$ cat config.mk
export PLATFORM = sky130hd
export DESIGN_NAME = wave_osc_bank
export DESIGN_NICKNAME = d
export VERILOG_FILES = /design/src/rtl/wave_osc_bank.sv
export SDC_FILE = /design/constraint.sdc
export NUM_CORES = 1
export LEC_CHECK = 0
export ABC_AREA = 0
export BUFFER_PORTS_ARGS = -buffer_cell sky130_fd_sc_hd__buf_4
export CORE_MARGIN = 3
export CORE_UTILIZATION = 44
export CTS_CLUSTER_DIAMETER = 120
export CTS_CLUSTER_SIZE = 24
export DETAILED_ROUTE_END_ITERATION = 12
export GPL_TIMING_DRIVEN = 1
export PLACE_DENSITY = 0.6
export RECOVER_POWER = 50
export REMOVE_ABC_BUFFERS = 1
export SLEW_MARGIN = 20
export SYNTH_ARGS = -nofsm -noshare
export SYNTH_HDL_FRONTEND = slang
export SYNTH_SLANG_ARGS = --single-unit
$ cat constraint.sdc
create_clock -name clk -period 19.4 [get_ports clk]
set_input_delay 0.97 -clock clk [delete_from_list [all_inputs] [get_ports clk]]
set_output_delay 0.97 -clock clk [all_outputs]
set_load 0.1 [all_outputs]
$ cat src/rtl/wave_osc_bank.sv
// Bank of time-multiplexed square/pulse oscillator voices feeding a saturating mixer.
// One voice is stepped per clock after each sample_tick, and one mixed sample is produced per tick.
module wave_osc_bank #(
    parameter int VOICES     = 4,
    parameter int DATA_W     = 24,
    parameter int LEN_W      = 16,
    parameter int GAIN_SHIFT = 4,
    localparam int VW        = (VOICES > 1) ? $clog2(VOICES) : 1
) (
    input  logic                     clk,
    input  logic                     reset,
    input  logic                     sample_tick,
    input  logic                     cfg_we,
    input  logic [VW-1:0]            cfg_voice,
    input  logic [1:0]               cfg_addr,
    input  logic [15:0]              cfg_data,
    output logic signed [DATA_W-1:0] mix_out,
    output logic                     mix_valid,
    output logic                     busy,
    output logic                     overrun
);
    // state  | meaning
    // S_IDLE | waiting for sample_tick
    // S_RUN  | stepping voice idx and accumulating its level
    // S_DONE | saturating the sum onto mix_out, pulsing mix_valid
    typedef enum logic [1:0] {S_IDLE, S_RUN, S_DONE} state_t;

    localparam int SW = 17 + $clog2(VOICES);
    localparam int XW = (SW + GAIN_SHIFT > DATA_W) ? SW + GAIN_SHIFT : DATA_W;
    localparam logic signed [XW-1:0] SAT_MAX = {{(XW-DATA_W+1){1'b0}}, {(DATA_W-1){1'b1}}};
    localparam logic signed [XW-1:0] SAT_MIN = {{(XW-DATA_W+1){1'b1}}, {(DATA_W-1){1'b0}}};

    state_t                state;
    logic [VW-1:0]         idx;
    logic signed [SW-1:0]  acc;

    logic [LEN_W-1:0]      wave_len [VOICES];
    logic [LEN_W-1:0]      duty     [VOICES];
    logic [15:0]           amp      [VOICES];
    logic [1:0]            mode     [VOICES];
    logic [LEN_W-1:0]      cnt      [VOICES];
    logic                  phase    [VOICES];

    logic [LEN_W-1:0]      cur_wl, cur_duty, cur_cnt, next_cnt;
    logic [15:0]           cur_amp;
    logic [1:0]            cur_mode;
    logic                  cur_ph, cur_active, toggle, next_ph, pulse_as_sq;
    logic signed [16:0]    amp_s, level;
    logic signed [XW-1:0]  scaled;
    logic signed [DATA_W-1:0] mix_sat;
    logic                  step_en;

    assign step_en = (state == S_RUN);

    always_comb begin
        cur_wl      = wave_len[idx];
        cur_duty    = duty[idx];
        cur_cnt     = cnt[idx];
        cur_amp     = amp[idx];
        cur_mode    = mode[idx];
        cur_ph      = phase[idx];
        cur_active  = (cur_mode == 2'd1) || (cur_mode == 2'd2);
        pulse_as_sq = (cur_duty == '0) || (cur_duty >= cur_wl);
        toggle      = 1'b0;
        if (cur_wl <= LEN_W'(1))
            toggle = 1'b1;
        else if (cur_mode == 2'd2 && !pulse_as_sq)
            toggle = cur_ph ? (cur_cnt >= cur_duty) : (cur_cnt >= cur_wl - cur_duty);
        else
            toggle = ({cur_cnt, 1'b0} >= {1'b0, cur_wl});
        next_ph  = toggle ? ~cur_ph : cur_ph;
        next_cnt = toggle ? LEN_W'(1) : cur_cnt + LEN_W'(1);
        amp_s    = {1'b0, cur_amp};
        if (!cur_active)
            level = '0;
        else
            level = next_ph ? amp_s : -amp_s;
    end

    always_comb begin
        scaled = XW'(acc) <<< GAIN_SHIFT;
        if (scaled > SAT_MAX)
            mix_sat = {1'b0, {(DATA_W-1){1'b1}}};
        else if (scaled < SAT_MIN)
            mix_sat = {1'b1, {(DATA_W-1){1'b0}}};
        else
            mix_sat = scaled[DATA_W-1:0];
    end

    // A phase_reset write is applied after the step, so it overrides that voice's update.
    always_ff @(posedge clk or posedge reset) begin
        if (reset) begin
            for (int v = 0; v < VOICES; v++) begin
                wave_len[v] <= '0;
                duty[v]     <= '0;
                amp[v]      <= '0;
                mode[v]     <= 2'd0;
                cnt[v]      <= LEN_W'(1);
                phase[v]    <= 1'b0;
            end
        end else begin
            for (int v = 0; v < VOICES; v++) begin
                if (step_en && idx == VW'(v) && cur_active) begin
                    cnt[v]   <= next_cnt;
                    phase[v] <= next_ph;
                end
                if (cfg_we && cfg_voice == VW'(v)) begin
                    case (cfg_addr)
                        2'd0: wave_len[v] <= LEN_W'(cfg_data);
                        2'd1: duty[v]     <= LEN_W'(cfg_data);
                        2'd2: amp[v]      <= cfg_data;
                        default: begin
                            mode[v] <= cfg_data[1:0];
                            if (cfg_data[2]) begin
                                cnt[v]   <= LEN_W'(1);
                                phase[v] <= 1'b0;
                            end
                        end
                    endcase
                end
            end
        end
    end

    always_ff @(posedge clk or posedge reset) begin
        if (reset) begin
            state     <= S_IDLE;
            idx       <= '0;
            acc       <= '0;
            mix_out   <= '0;
            mix_valid <= 1'b0;
            busy      <= 1'b0;
            overrun   <= 1'b0;
        end else begin
            mix_valid <= 1'b0;
            overrun   <= sample_tick && (state != S_IDLE);
            case (state)
                S_IDLE: begin
                    if (sample_tick) begin
                        acc   <= '0;
                        idx   <= '0;
                        busy  <= 1'b1;
                        state <= S_RUN;
                    end
                end
                S_RUN: begin
                    acc <= acc + SW'(level);
                    if (idx == VW'(VOICES - 1))
                        state <= S_DONE;
                    else
                        idx <= idx + VW'(1);
                end
                S_DONE: begin
                    mix_out   <= mix_sat;
                    mix_valid <= 1'b1;
                    busy      <= 1'b0;
                    state     <= S_IDLE;
                end
                default: begin
                    busy  <= 1'b0;
                    state <= S_IDLE;
                end
            endcase
        end
    end
endmodule

==> results of run 1 <==
[cell usage after synthesis, types with 11 or more instances]
library cell / count / area [µm²]
nand2_1: 135 / 507
o21ai_0: 33 / 165
inv_1: 55 / 206
nand2b_1: 16 / 100
ha_1: 88 / 1100
a21o_1: 18 / 135
nor3_1: 17 / 85.1
mux4_1: 17 / 447
a22oi_1: 12 / 90.1
mux4_2: 50 / 1130
dfrtp_1: 309 / 7730
and2_1: 15 / 93.8
nand3_1: 11 / 55.1
xor2_1: 38 / 333
nor2b_1: 12 / 75.1
mux2_2: 219 / 2470
nor2_1: 102 / 383
clkbuf_1: 54 / 203
buf_6: 13 / 146
xnor2_1: 15 / 131
a21oi_1: 81 / 405
[sequential cells by signal, summed over array words and instances, names as in the netlist, 2 cells and up]
name / count
amp: 64
cnt: 64
duty: 64
wave_len: 64
acc: 19
mix_out: 19
mode: 8
phase: 4
idx: 2
state: 2
[routing by layer]
| layer | up-vias | track usage | share of wire | wire [µm] |
|---|---|---|---|---|
| met2 | 207 | 0.314 | 0.45 | 18300 |
| li1 | 5171 | - | - | - |
| met5 | - | 0 | 0 | 0 |
| met1 | 5738 | 0.294 | 0.49 | 19700 |
| met3 | 50 | 0.0208 | 0.038 | 1520 |
| met4 | 0 | 0.0391 | 0.017 | 698 |
[layout make-up]
type | instances | area [µm²]
Fill cell | 3487 | 19800
Inverter | 56 | 211
Clock inverter | 2 | 38.8
Clock buffer | 23 | 458
Sequential cell | 313 | 7850
Timing Repair Buffer | 63 | 424
Tap cell | 511 | 639
Multi-Input combinational cell | 996 | 8630
[kinds of logic (layout without fill, tap and decap cells)]
logic type,Yosys count,count (layout),share of synthesized area
buffers and inverters,140,144,0.0404
flip-flops,313,313,0.457
multiplexers,286,286,0.236
XOR/XNOR,54,54,0.0280
other,1,4,0.000219
AND/OR/NAND/NOR,356,356,0.0958
AO/OA/AOI/OAI,206,206,0.0763
adder cells (fa/ha/maj),90,90,0.0666
[worst max-delay path by stage]
stage / to / slack [ns] / depth (start not counted) / start
after global placement: acc[18] / 10.96 / 36 / idx[1]
after CTS: acc[18] / 10.86 / 35 / idx[1]
after global routing: acc[18] / 10.05 / 36 / idx[1]
final: acc[18] / 10.79 / 35 / idx[1]
after floorplan: acc[18] / 9.70 / 34 / idx[0]
after detailed placement: acc[18] / 10.90 / 35 / idx[1]
[worst max-delay path, delay by kind of cell, from the launching register on]
family                     cells  cell delay, ns
AOI/OAI and AO/OA             16            3.74
xor gates and xnor gates       2            0.28
adders and majority gates      3            0.89
buffers and inverters          2            0.37
DFF                            1            0.76
muxes                          1            0.64
and+or+nand+nor               11            1.79
[layout by cell type, fill, tap and decap left out, drive strengths merged, types with 3 or more instances in the layout]
cell type / count
a211o: 5
inv: 56
mux2: 219
clkbuf: 37
a22o: 3
nand3b: 5
nor2: 102
dfstp: 4
nand4: 10
nand3: 11
o41ai: 3
o21bai: 3
a2111oi: 3
xnor2: 16
o21a: 6
nand2b: 16
a31oi: 3
and3: 8
o21ai: 35
nand2: 135
buf: 49
a21o: 18
conb: 4
and2: 15
o31ai: 7
nor3: 19
a22oi: 12
xor2: 38
a211oi: 8
nor2b: 12
mux4: 67
ha: 88
a21oi: 82
or2: 4
or3: 5
dfrtp: 309
o211ai: 7
nor4: 9
[per-stage QoR]
stage	setup WS, ns	util	instance area (µm²)
final	10.79	0.480	18200
after global routing	10.05	0.480	18200
after CTS	10.86	0.481	18300
after detailed placement	10.90	0.468	17800
after global placement	10.96	0.468	17800
after floorplan	9.70	-	16700
==> impl_metrics.json, run 1 <==
{
  "hpwl_um": 27300,
  "synth_edf_count": 0,
  "die_area_mm2": 0.0414,
  "grt_pass1_vias": 11700,
  "grt_overflow": 0,
  "critPathSlowestCell": "dfrtp_4",
  "clock_latency_ns": 0.53,
  "cts_buffers": 17,
  "cts_tree": "yes",
  "violations": "max-capacitance violations, max-slew violations",
  "synthArstFlopShare": 1.00,
  "synth-seq-cells": 313,
  "die_y_um": 203,
  "grt_usage": 0.196,
  "clock_path_buffers": 3,
  "hp-class": "register to register",
  "relSlewSlack": -1.80,
  "finalNonFillerCells": 1964,
  "hold_end": "mix_out[5]",
  "hold_viol": 0,
  "yosysUniqueCellTypes": 69,
  "synth_area_per_cell_um2": 11.9,
  "slew_violations": 241,
  "fin_crit_ns": 8.61,
  "rows": 71,
  "worstMarginPinSlew_ns": 4.20,
  "ff2ff_setup_slack_ns": 10.79,
  "crit_fanout": 32,
  "routed_wirelength_um": 40200,
  "status": "finished, violations left",
  "nets": 1561,
  "n_antenna_cell": 0,
  "finalSetupTns_ns": 0,
  "cts_resized": 0,
  "first_pass_iters": 5,
  "num_vias": 11200,
  "end_kind": "register",
  "crit_top_cell": "o21ai_0",
  "syn_inst": 1446,
  "antenna_found_initial": 0,
  "gp_congestion": 0.892,
  "pin_count": 51,
  "r2r-start": "idx[1]",
  "ant_nets": 0,
  "critPathKind": "register to register",
  "wire_per_inst_um": 20.5,
  "die_x_um": 203,
  "cp.arrival_ns": 9.08,
  "grt_start_max_net_pins": 95,
  "drive_gt1_frac": 0.249,
  "initial_core_util": 0.451,
  "post_cts_buffers": 0,
  "hold_depth": 2,
  "drc_errors": 0,
  "ctsHoldBuffers": 0,
  "rsz0062_at_grt": "no",
  "finalSetupViolCount": 0,
  "ff2ff_path_depth": 35,
  "clock_sinks": 313,
  "fin_skew_ns": 0.0324,
  "yosysWarningCount": 0,
  "drtIter0Drc": 752,
  "cp-start-kind": "register",
  "reg2reg_to": "acc[18]",
  "core-area_mm2": 0.0380,
  "root_buffer": "clkbuf_16",
  "timing.fmax_ghz": 0.116,
  "period_share": 0.444,
  "maxCapViolCount": 3,
  "clkTransAtPathRegs_ns": 0.10,
  "grt_pass1_wl_um": 65000,
  "cts_htree_levels": 1,
  "synth_area_mm2": 0.0171,
  "area_growth_syn_to_layout_pct": 6.40,
  "yosysSeqAreaShare": 0.457,
  "dp.cells": 1939,
  "required_ns": 19.87,
  "whs_ns": 0.499,
  "vias_per_cell": 5.69,
  "synth_flop_cell": "dfrtp_1",
  "cp_slowest_stage_delay_ns": 0.76,
  "io_buffers": 46,
  "min_from": "mix_out[5]"
}
Power of run 1 is not shown: default switching activity piles up to over one toggle a cycle in this logic, so the estimate is an artifact.
==> inputs of run 2 (changes only) <==
--- a/config.mk
+++ b/config.mk
@@ -5,7 +5,7 @@
 export SDC_FILE = /design/constraint.sdc
 export NUM_CORES = 1
 export LEC_CHECK = 0
-export ABC_AREA = 0
+export ABC_AREA = 1
 export BUFFER_PORTS_ARGS = -buffer_cell sky130_fd_sc_hd__buf_4
 export CORE_MARGIN = 3
 export CORE_UTILIZATION = 44
==> constraint.sdc (replaced) <==
create_clock -name clk -period 8.5 [get_ports clk]
set_input_delay 0.425 -clock clk [delete_from_list [all_inputs] [get_ports clk]]
set_output_delay 0.425 -clock clk [all_outputs]
set_load 0.1 [all_outputs]
==> impl_metrics.json, run 2 <==
{
  "status": "finished, violations left",
  "violations": "max-capacitance violations, max-slew violations",
  "synth_common_cells": "627 x nand2_1, 361 x o21ai_0, 309 x dfrtp_1, 170 x nor2_1, 168 x inv_1",
  "required_ns": 8.90,
  "gp_congestion": 0.893,
  "first_pass_iters": 5,
  "yosysSeqAreaShare": 0.448,
  "crit_fanout": 24,
  "rsz0062_at_grt": "no",
  "vias_per_cell": 5.46,
  "core-area_mm2": 0.0390,
  "crit_top_cell": "nand2_1",
  "critPathSlowestCell": "dfrtp_2",
  "yosysTopAreaCellShare": 0.442,
  "cts_htree_levels": 1,
  "synth-seq-cells": 313,
  "synth_area_leaders": "dfrtp_1 44%, nand2_1 13%, o21ai_0 10%, ha_1 6.3%, nor2_1 3.6%",
  "fin_skew_ns": 0.0382,
  "hold_depth": 3,
  "clkTransAtPathRegs_ns": 0.10,
  "finalSetupViolCount": 0,
  "clock_path_buffers": 3,
  "synth_top_cell_by_area": "dfrtp_1",
  "drc_errors": 0,
  "final_common_cell": "nand2_1",
  "grt_pass1_wl_um": 79000,
  "final_cell_mix": "624 x nand2_1, 361 x o21ai_0, 307 x dfrtp_1",
  "n_antenna_cell": 0,
  "cts_resized": 0,
  "synth.most_common_cell": "nand2_1",
  "hold_viol": 0,
  "grt_usage": 0.231,
  "cp.arrival_ns": 7.90,
  "antenna_found_initial": 0,
  "die_area_mm2": 0.0422,
  "grt_start_max_net_pins": 164,
  "timing.fmax_ghz": 0.133,
  "grt_overflow": 0,
  "cp-start-kind": "register",
  "synth_area_mm2": 0.0175,
  "relSlewSlack": -1.72,
  "clock_latency_ns": 0.53,
  "clock_sinks": 313,
  "end_kind": "register",
  "hpwl_um": 32500,
  "yosysWarningCount": 0,
  "syn_inst": 2266,
  "synth_edf_count": 0,
  "post_cts_buffers": 0,
  "drive_gt1_frac": 0.0583,
  "fillers": 3874,
  "cts_buffers": 17,
  "synth_area_per_cell_um2": 7.72,
  "io_buffers": 46,
  "wire_per_inst_um": 17.6,
  "cp_slowest_stage_delay_ns": 0.72,
  "root_buffer": "clkbuf_16",
  "nets": 2338,
  "whs_ns": 0.114,
  "synthArstFlopShare": 1.00,
  "regArea_mm2": 0.00784,
  "hp-class": "input pin to register",
  "initial_core_util": 0.449,
  "drtIter0Drc": 1157,
  "critPathKind": "register to register",
  "ctsHoldBuffers": 0,
  "num_vias": 15000,
  "die_x_um": 205,
  "maxCapViolCount": 5,
  "rows": 72,
  "fin_crit_ns": 7.50,
  "worstMarginPinSlew_ns": 4.08,
  "period_share": 0.883,
  "slew_violations": 384,
  "synth_flop_cell": "dfrtp_1",
  "yosysUniqueCellTypes": 51,
  "die_y_um": 205,
  "area_growth_syn_to_layout_pct": 5.60,
  "ff2ff_path_depth": 44,
  "grt_pass1_vias": 14600,
  "multi_input_area_mm2": 0.00837,
  "cts_tree": "yes",
  "pin_count": 51,
  "ant_nets": 0,
  "routed_wirelength_um": 48300
}
[run 2: cell count changes in the layout (fill, tap and decap cells not counted), moves of 30 or more]
| cell | change |
|---|---|
| nand2_1 | +489 |
| mux2_2 | -219 |
| mux4_2 | -50 |
| inv_1 | +113 |
| o21ai_0 | +328 |
| nand3_1 | +81 |
| nor2_1 | +68 |
| o21ai_1 | +30 |
| a21oi_1 | +46 |
[run 2: logic make-up after synthesis]
family | count (synthesis) | share of synthesized area
AO/OA/AOI/OAI | 585 | 0.181
XOR/XNOR | 17 | 0.00851
adder cells (fa/ha/maj) | 90 | 0.0652
buffers and inverters | 303 | 0.0748
flip-flops | 313 | 0.448
other | 1 | 0.000214
AND/OR/NAND/NOR | 957 | 0.223
[run 2: final timing paths]
check                            startpoint           end  slack [ns]
worst max-delay path                 idx[1]       acc[12]         1.0
worst min-delay path            sample_tick       overrun        0.11
worst max register to register       idx[1]       acc[12]         1.0
worst min register to register      amp[40]       amp[40]        0.49
max in group asynchronous             reset        idx[1]        1.99
min in group asynchronous             reset  wave_len[58]        1.04
[run 2: stage by stage]
step	util	setup WS [ns]	std cells	setup TNS, ns	instance area, µm²
detailed placement	0.462	1.11	2723	0	18000
global route	0.474	0.0826	2748	0	18500
floorplan	-	-1.28	2146	-192.09	16900
global placement	0.462	1.21	2723	0	18000
finish	0.474	0.997	2748	0	18500
CTS	0.474	1.05	2748	0	18500
[run 2: layout make-up]
cell class              count  share of cell area
clock buffers              23              0.0248
clock inverters             2             0.00210
inverters                 180              0.0367
multi-input cells        1653               0.453
flip-flops and latches    313               0.424
well taps                 518              0.0351
repair buffers             59              0.0239
[run 2: routing by layer]
layer | track usage | vias to the layer above | routed length (µm)
met2 | 0.377 | 334 | 22200
met1 | 0.335 | 7249 | 22900
li1 | - | 7372 | -
met5 | 0 | - | 0
met4 | 0.0527 | 0 | 1030
met3 | 0.0236 | 56 | 2120
[run 2: critical path, delay by kind of cell, from the launching register on]
kind / cells / cell delay (ns)
xor gates and xnor gates: 1 / 0.19
AOI/OAI and AO/OA: 19 / 3.20
adders and majority gates: 3 / 1.05
buffers and inverters: 5 / 0.76
DFF: 1 / 0.72
and+or+nand+nor: 16 / 1.42
Power of run 2 is left out for the same reason.
==> inputs of run 3 (changes only) <==
==> constraint.sdc (replaced) <==
create_clock -name clk -period 7.9 [get_ports clk]
set_input_delay 0.395 -clock clk [delete_from_list [all_inputs] [get_ports clk]]
set_output_delay 0.395 -clock clk [all_outputs]
set_load 0.1 [all_outputs]
==> impl_metrics.json, run 3 (synthesis gave the netlist of run 2 again) <==
{
  "status": "finished, violations left",
  "violations": "max-capacitance violations, max-slew violations",
  "vias_per_cell": 5.41,
  "core-area_mm2": 0.0390,
  "hp-class": "input pin to register",
  "hold_viol": 0,
  "critPathSlowestCell": "dfrtp_4",
  "cp-start-kind": "register",
  "final_cell_mix": "626 x nand2_1, 359 x o21ai_0, 307 x dfrtp_1",
  "initial_core_util": 0.449,
  "cp_slowest_stage_delay_ns": 0.51,
  "final_common_cell": "nand2_1",
  "fin_skew_ns": 0.0417,
  "ant_nets": 0,
  "grt_overflow": 0,
  "whs_ns": 0.0828,
  "worstMarginPinSlew_ns": 4.28,
  "slew_violations": 242,
  "pin_count": 51,
  "fin_crit_ns": 7.12,
  "clock_sinks": 313,
  "cts_buffers": 17,
  "fillers": 3909,
  "required_ns": 8.30,
  "grt_pass1_wl_um": 78900,
  "clock_path_buffers": 3,
  "hpwl_um": 33000,
  "grt_start_max_net_pins": 174,
  "period_share": 0.901,
  "drive_gt1_frac": 0.0460,
  "grtUsageMet2": 0.378,
  "cp.arrival_ns": 7.51,
  "timing.fmax_ghz": 0.141,
  "root_buffer": "clkbuf_16",
  "clkTransAtPathRegs_ns": 0.10,
  "first_pass_iters": 5,
  "grt.busiest_layer": "met2",
  "grt_usage": 0.233,
  "rows": 72,
  "area_growth_syn_to_layout_pct": 5.44,
  "cts_htree_levels": 1,
  "relSlewSlack": -1.85,
  "nets": 2340,
  "critPathKind": "register to register",
  "finalSetupViolCount": 0,
  "antenna_found_initial": 1,
  "cts_tree": "yes",
  "pre_cts_ws_ns": 0.520,
  "drc_errors": 0,
  "die_y_um": 205,
  "rsz0062_at_grt": "no",
  "num_vias": 14900,
  "wire_per_inst_um": 17.7,
  "drtIter0Drc": 1061,
  "crit_top_cell": "nand2_1",
  "io_buffers": 46,
  "end_kind": "register",
  "die_x_um": 205,
  "use_met3": 0.0369,
  "gp_congestion": 0.897,
  "maxCapViolCount": 5,
  "grt_pass1_vias": 14400,
  "met1_usage": 0.323,
  "routed_wirelength_um": 48700,
  "crit_fanout": 111,
  "setup_ws_ns": 0.784,
  "clock_latency_ns": 0.54,
  "die_area_mm2": 0.0422
}
## run 3: layout make-up
cell class	instances	area [µm²]	share of cell area
multi-input combinational	1653	8370	0.454
antenna	1	2.50	0.000136
sequential	313	7840	0.425
clock inverter	2	38.8	0.00210
tap	518	648	0.0351
timing repair buffer	61	402	0.0218
inverter	180	681	0.0369
clock buffer	28	467	0.0253
## run 3: critical path, delay by kind of cell (launching register included)
family	cells	cell delay, ns
buf+inv	6	0.76
simple gates	19	1.71
fa+ha+maj	3	0.97
xor+xnor	1	0.18
flops	1	0.51
compound gates	19	2.83
## run 3: path summary, 6_finish.rpt
kind / from / to / slack [ns] / cells after the start
setup / recovery: idx[0] / acc[12] / 0.78 / 48
hold reg to reg: amp[39] / amp[39] / 0.49 / 2
min in group asynchronous: reset / wave_len[26] / 1.21 / 3
hold / removal: sample_tick / overrun / 0.08 / 3
max in group asynchronous: reset / idx[1] / 1.41 / 4
setup reg to reg: idx[0] / acc[12] / 0.78 / 48
## run 3: through the flow
stage	utilization	instances	cell area [µm²]	TNS, ns
6_report	0.473	2756	18500	0
3_5_place_dp	0.463	2724	18000	0
4_1_cts	0.476	2755	18600	0
5_1_grt	0.473	2755	18400	0
3_3_place_gp	0.462	2724	18000	0
2_1_floorplan	-	2146	16900	-380.34
## run 3: repair_timing
item,4_1_cts,5_1_grt
buffers inserted,0,0
setup endpoints to repair,0,3
gates resized for setup,0,6
hold buffers,1,0
hold endpoints to repair,61,0
## run 3: routing by layer
layer,routed length (µm),part of all wire,vias up
met5,0,0,-
met4,1460,0.030,0
met3,2460,0.051,70
met2,22100,0.45,336
met1,22700,0.47,7115
li1,-,-,7380
Power of run 3 is left out for the same reason.
